## config.mk

```make
export PLATFORM = sky130hd
export DESIGN_NAME = id_ex_register
export DESIGN_NICKNAME = d
export VERILOG_FILES = /design/src/rtl/id_ex_register.sv
export SDC_FILE = /design/constraint.sdc
export NUM_CORES = 1
export LEC_CHECK = 0
export ABC_CLOCK_PERIOD_IN_PS = 2800
export CORE_MARGIN = 2
export CORE_UTILIZATION = 36
export DETAILED_ROUTE_END_ITERATION = 7
export GPL_TIMING_DRIVEN = 0
export PLACE_DENSITY = 0.79
export SLEW_MARGIN = 20
export SYNTH_ARGS = -nofsm -noshare
export SYNTH_HDL_FRONTEND = slang
export SYNTH_SLANG_ARGS = --single-unit
```

## constraint.sdc

```tcl
create_clock -name clk -period 2.8 [get_ports clk]
set_input_delay 0.42 -clock clk [delete_from_list [all_inputs] [get_ports clk]]
set_output_delay 0.42 -clock clk [all_outputs]
set_load 0.02 [all_outputs]
```

## src/rtl/id_ex_register.sv

```systemverilog
// ID/EX pipeline register with load-use hazard detection, branch flush and a
// saturating bubble counter for performance debug.
module id_ex_register #(
    parameter int unsigned DATA_W = 32,
    parameter int unsigned CNT_W  = 16
) (
    input  logic                clk,
    input  logic                rst,
    input  logic                flush,
    input  logic                id_valid,
    input  logic                id_RegWrite,
    input  logic                id_MemRead,
    input  logic                id_MemWrite,
    input  logic                id_MemtoReg,
    input  logic                id_Branch,
    input  logic                id_ALUSrc,
    input  logic                id_RegDst,
    input  logic                id_uses_rt,
    input  logic [2:0]          id_ALUop,
    input  logic [5:0]          id_funct,
    input  logic [4:0]          id_rs,
    input  logic [4:0]          id_rt,
    input  logic [4:0]          id_rd,
    input  logic [DATA_W-1:0]   id_rs_data,
    input  logic [DATA_W-1:0]   id_rt_data,
    input  logic [DATA_W-1:0]   id_imm,
    output logic                ex_valid,
    output logic                ex_RegWrite,
    output logic                ex_MemRead,
    output logic                ex_MemWrite,
    output logic                ex_MemtoReg,
    output logic                ex_Branch,
    output logic                ex_ALUSrc,
    output logic                ex_RegDst,
    output logic                ex_uses_rt,
    output logic [2:0]          ex_ALUop,
    output logic [5:0]          ex_funct,
    output logic [4:0]          ex_rs,
    output logic [4:0]          ex_rt,
    output logic [4:0]          ex_rd,
    output logic [DATA_W-1:0]   ex_rs_data,
    output logic [DATA_W-1:0]   ex_rt_data,
    output logic [DATA_W-1:0]   ex_imm,
    output logic                stall_out,
    output logic [CNT_W-1:0]    bubble_cnt
);

    localparam int unsigned REG_W   = 5;
    localparam int unsigned ALUOP_W = 3;
    localparam int unsigned FUNCT_W = 6;

    logic hazard_c;
    logic bubble_c;
    logic rt_match_c;

    // Load in EX whose destination is a source of the instruction in ID.
    always_comb begin
        rt_match_c = 1'b0;
        hazard_c   = 1'b0;
        if ((ex_rt == id_rs) || (id_uses_rt && (ex_rt == id_rt))) begin
            rt_match_c = 1'b1;
        end
        if (!rst && !flush && id_valid && ex_valid && ex_MemRead &&
            (ex_rt != REG_W'(0)) && rt_match_c) begin
            hazard_c = 1'b1;
        end
    end

    assign stall_out = hazard_c;
    // A flush coinciding with a hazard is still a single bubble.
    assign bubble_c  = flush | hazard_c;

    always_ff @(posedge clk) begin
        if (rst) begin
            ex_valid    <= 1'b0;
            ex_RegWrite <= 1'b0;
            ex_MemRead  <= 1'b0;
            ex_MemWrite <= 1'b0;
            ex_MemtoReg <= 1'b0;
            ex_Branch   <= 1'b0;
            ex_ALUSrc   <= 1'b0;
            ex_RegDst   <= 1'b0;
            ex_uses_rt  <= 1'b0;
            ex_ALUop    <= ALUOP_W'(0);
            ex_funct    <= FUNCT_W'(0);
            ex_rs       <= REG_W'(0);
            ex_rt       <= REG_W'(0);
            ex_rd       <= REG_W'(0);
            ex_rs_data  <= DATA_W'(0);
            ex_rt_data  <= DATA_W'(0);
            ex_imm      <= DATA_W'(0);
            bubble_cnt  <= CNT_W'(0);
        end else begin
            ex_ALUSrc   <= id_ALUSrc;
            ex_RegDst   <= id_RegDst;
            ex_uses_rt  <= id_uses_rt;
            ex_rs       <= id_rs;
            ex_rt       <= id_rt;
            ex_rd       <= id_rd;
            ex_rs_data  <= id_rs_data;
            ex_rt_data  <= id_rt_data;
            ex_imm      <= id_imm;
            if (bubble_c) begin
                // Bubble: ALUop add with every side effect disabled.
                ex_valid    <= 1'b0;
                ex_RegWrite <= 1'b0;
                ex_MemRead  <= 1'b0;
                ex_MemWrite <= 1'b0;
                ex_MemtoReg <= 1'b0;
                ex_Branch   <= 1'b0;
                ex_ALUop    <= ALUOP_W'(0);
                ex_funct    <= FUNCT_W'(0);
                if (bubble_cnt != {CNT_W{1'b1}}) begin
                    bubble_cnt <= bubble_cnt + CNT_W'(1);
                end
            end else begin
                ex_valid    <= id_valid;
                ex_RegWrite <= id_RegWrite;
                ex_MemRead  <= id_MemRead;
                ex_MemWrite <= id_MemWrite;
                ex_MemtoReg <= id_MemtoReg;
                ex_Branch   <= id_Branch;
                ex_ALUop    <= id_ALUop;
                ex_funct    <= id_funct;
            end
        end
    end

endmodule

```

==> results.ini <==
[clock_tree]
cts_sinks=145
root_buffer=clkbuf_16
cts_setup_buffers=0
htree_levels=4
clk_pin_slew_ps=60
cts_buffer_depth=2
clock_insertion_delay_worst_skew_ps=420
numCtsBuffers=17
tritoncts=yes

[logic_synthesis]
netlist_instances=393
synth_top_flop_cell=dfxtp_1
synth_area_um2=4430
synth_fp_nets=526
avgSynthCellArea_um2=11.3
ys_types=36
seq_area_frac_synth_pct=65.5
async_flop_share_pct=0
yosys_register_bits=145
synth-warning-count=0
synth-edff-count=0

[setup_path]
end_kind=primary output
path_class=flip-flop to primary output
cp.arrival_ps=2080
cp_max_fo=4
required_ps=2380
path_cells=or4_1 > o21ai_0 > nor2_1 > dlygate4sd2_1
startpoint_type=flip-flop
crit_slowest_cell=or4_1
cpPeakStageDelay_ps=530

[die]
die_h_um=115
io-pin-count=278
start_util_pct=36.9
rows=40
core-area_um2=12000
die_w_um=115
dieArea_um2=13200

[grt]
grt_max_degree=17
grt_pass1_vias=3862
grt_pass1_wl_um=20100
overflow=0
grt_usage_pct=20.4
antenna_found_initial=2

[routing]
totalWireLength_um=13400
drc=0
routed_via_density=4.47
drtIter0Drc=174
routedWlPerCell_um=15.9
dr.pass1.iters=4
vias=3791
ant_nets=0

[sta]
tns_ps=0
fin_skew_ps=6.73
rsz0062_at_grt=no
finalSetupViolations=0
max_slew_margin_pct=65.5
fin_ws_ps=299
hold_violations=0
fmax_ghz=0.400
fin_crit_ps=2500
tightest_slew_ps=518
finalMaxSlewViolations=0
fin_crit_sh_pct=89.3

[power_and_ir_drop]
power.switching_mw=1.15
swShare_pct=23.2
seqPwrFrac_pct=44.3
clkPwrFrac_pct=42.5
p_comb_share_pct=13.2
power.density_nw_per_um2=625
power.internal_mw=3.81
p_leak_nw=3.06
ir_worst_vdd_v=0.000554

[place]
port_buffers=277
place_area_um2=7390
hpwl_um=10300
place_congestion=0.798
dp_slack_ps=2.12

[cells_and_area]
layout.nets=822
n_antenna_cell=0
design_area_um2=7940
drive_gt1_share_pct=5.85
area_growth_pct=79.0

[outcome]
status=complete, no violations

[min_path]
min_path_type=flip-flop to flip-flop

[flow_run]
maxCapViolCount=0

[flip-flops by register name, indices dropped and copies added, names as in the netlist]
register / count
ex_imm: 32
ex_rs_data: 32
ex_rt_data: 32
bubble_cnt: 16
ex_funct: 6
ex_rd: 5
ex_rs: 5
ex_rt: 5
ex_ALUop: 3
ex_ALUSrc: 1
ex_Branch: 1
ex_MemRead: 1
ex_MemWrite: 1
ex_MemtoReg: 1
ex_RegDst: 1
ex_RegWrite: 1
ex_uses_rt: 1
ex_valid: 1
[layer usage]
layer	GRT usage, %	vias to the layer above	share of wire (%)
met5	0	-	0.21
met4	8.19	4	1.7
met3	10.8	21	11
met2	36.2	177	53
met1	19.8	1740	34
li1	-	1849	-
[power by group through the flow]
| stage | Combinational, mW | Clock, mW | Sequential [mW] |
|---|---|---|---|
| 2_1_floorplan | 0.116 | 0 | 2.37 |
| 4_1_cts | 0.663 | 2.14 | 2.20 |
| 6_report | 0.654 | 2.10 | 2.20 |
| 3_3_place_gp | 0.651 | 0 | 2.24 |
| 5_1_grt | 0.697 | 2.22 | 2.21 |
| 3_5_place_dp | 0.657 | 0 | 2.24 |
[critical path, delay by kind of cell, from the launching register on]
kind            cells  cell delay, ps
simple gates        2             650
buf+inv             1             350
flops               1             340
compound gates      1             320
[stage by stage]
step                instances  hold slack [ps]  utilization, %  power (mW)
floorplan                 393              542               -        2.48
global placement          817              486            61.5        2.89
detailed placement        817              506            61.5        2.90
CTS                       848              517            66.1        5.01
global route              848              544            66.1        5.12
finish                    848              523            66.1        4.96
[synth_stat cells (4+ instances only)]
cell type	instances	area (µm²)
dfxtp_1	145	2900
clkbuf_1	15	56.3
mux2_2	5	56.3
nand4_1	6	37.5
a21oi_1	10	50.1
nand3_1	5	25.0
or4_1	4	30.0
nor2b_1	120	751
nor2_1	17	63.8
xor2_1	9	78.8
and2_1	15	93.8
nand2_1	6	22.5
[layout make-up]
| cell class | instances | area, µm² |
|---|---|---|
| Fill cell | 916 | 4070 |
| Sequential cell | 145 | 2900 |
| Timing Repair Buffer | 277 | 2770 |
| Multi-Input combinational cell | 229 | 1450 |
| Clock buffer | 22 | 464 |
| Tap cell | 147 | 184 |
| Clock inverter | 9 | 83.8 |
| Buffer | 18 | 76.3 |
| Inverter | 1 | 3.75 |
[worst paths after layout]
path	startpoint	to	slack, ps	depth (start not counted)
setup / recovery	ex_rt[0]	stall_out	300	4
hold / removal	bubble_cnt[14]	bubble_cnt[14]	520	1
setup reg to reg	ex_rt[2]	bubble_cnt[8]	510	6
hold reg to reg	bubble_cnt[14]	bubble_cnt[14]	520	1
[cells by family (layout without fill, tap and decap cells)]
family,after synthesis,in the layout,share of synthesized area (%)
AND/OR/NAND/NOR,188,188,25.4
flip-flops,145,145,65.5
AO/OA/AOI/OAI,23,23,3.36
buffers and inverters,19,327,1.81
XOR/XNOR,11,11,2.17
multiplexers,6,6,1.50
adder cells (fa/ha/maj),1,1,0.282
[repair_timing]
item | 4_1_cts | 5_1_grt
resized for setup | 1 | 0
setup endpoints to repair | 1 | 0
hold endpoints to repair | 0 | 0
hold buffers | 0 | 0
[placed cells by master (no fill, tap or decap), types with 3 or more instances in the layout]
| master | instances |
|---|---|
| o21ai_0 | 3 |
| nand2b_1 | 3 |
| nor3_1 | 3 |
| nor2b_1 | 120 |
| and2_1 | 15 |
| nand4_1 | 6 |
| mux2_2 | 5 |
| nor2_1 | 17 |
| dfxtp_1 | 145 |
| clkbuf_1 | 18 |
| a21oi_1 | 10 |
| xor2_1 | 9 |
| clkdlybuf4s50_1 | 276 |
| nand3_1 | 5 |
| clkinv_2 | 4 |
| or4_1 | 4 |
| a31o_2 | 3 |
| nand2_1 | 6 |
| clkbuf_16 | 17 |
| o31ai_1 | 3 |
Note: power is estimated with default switching activity, not from simulation.
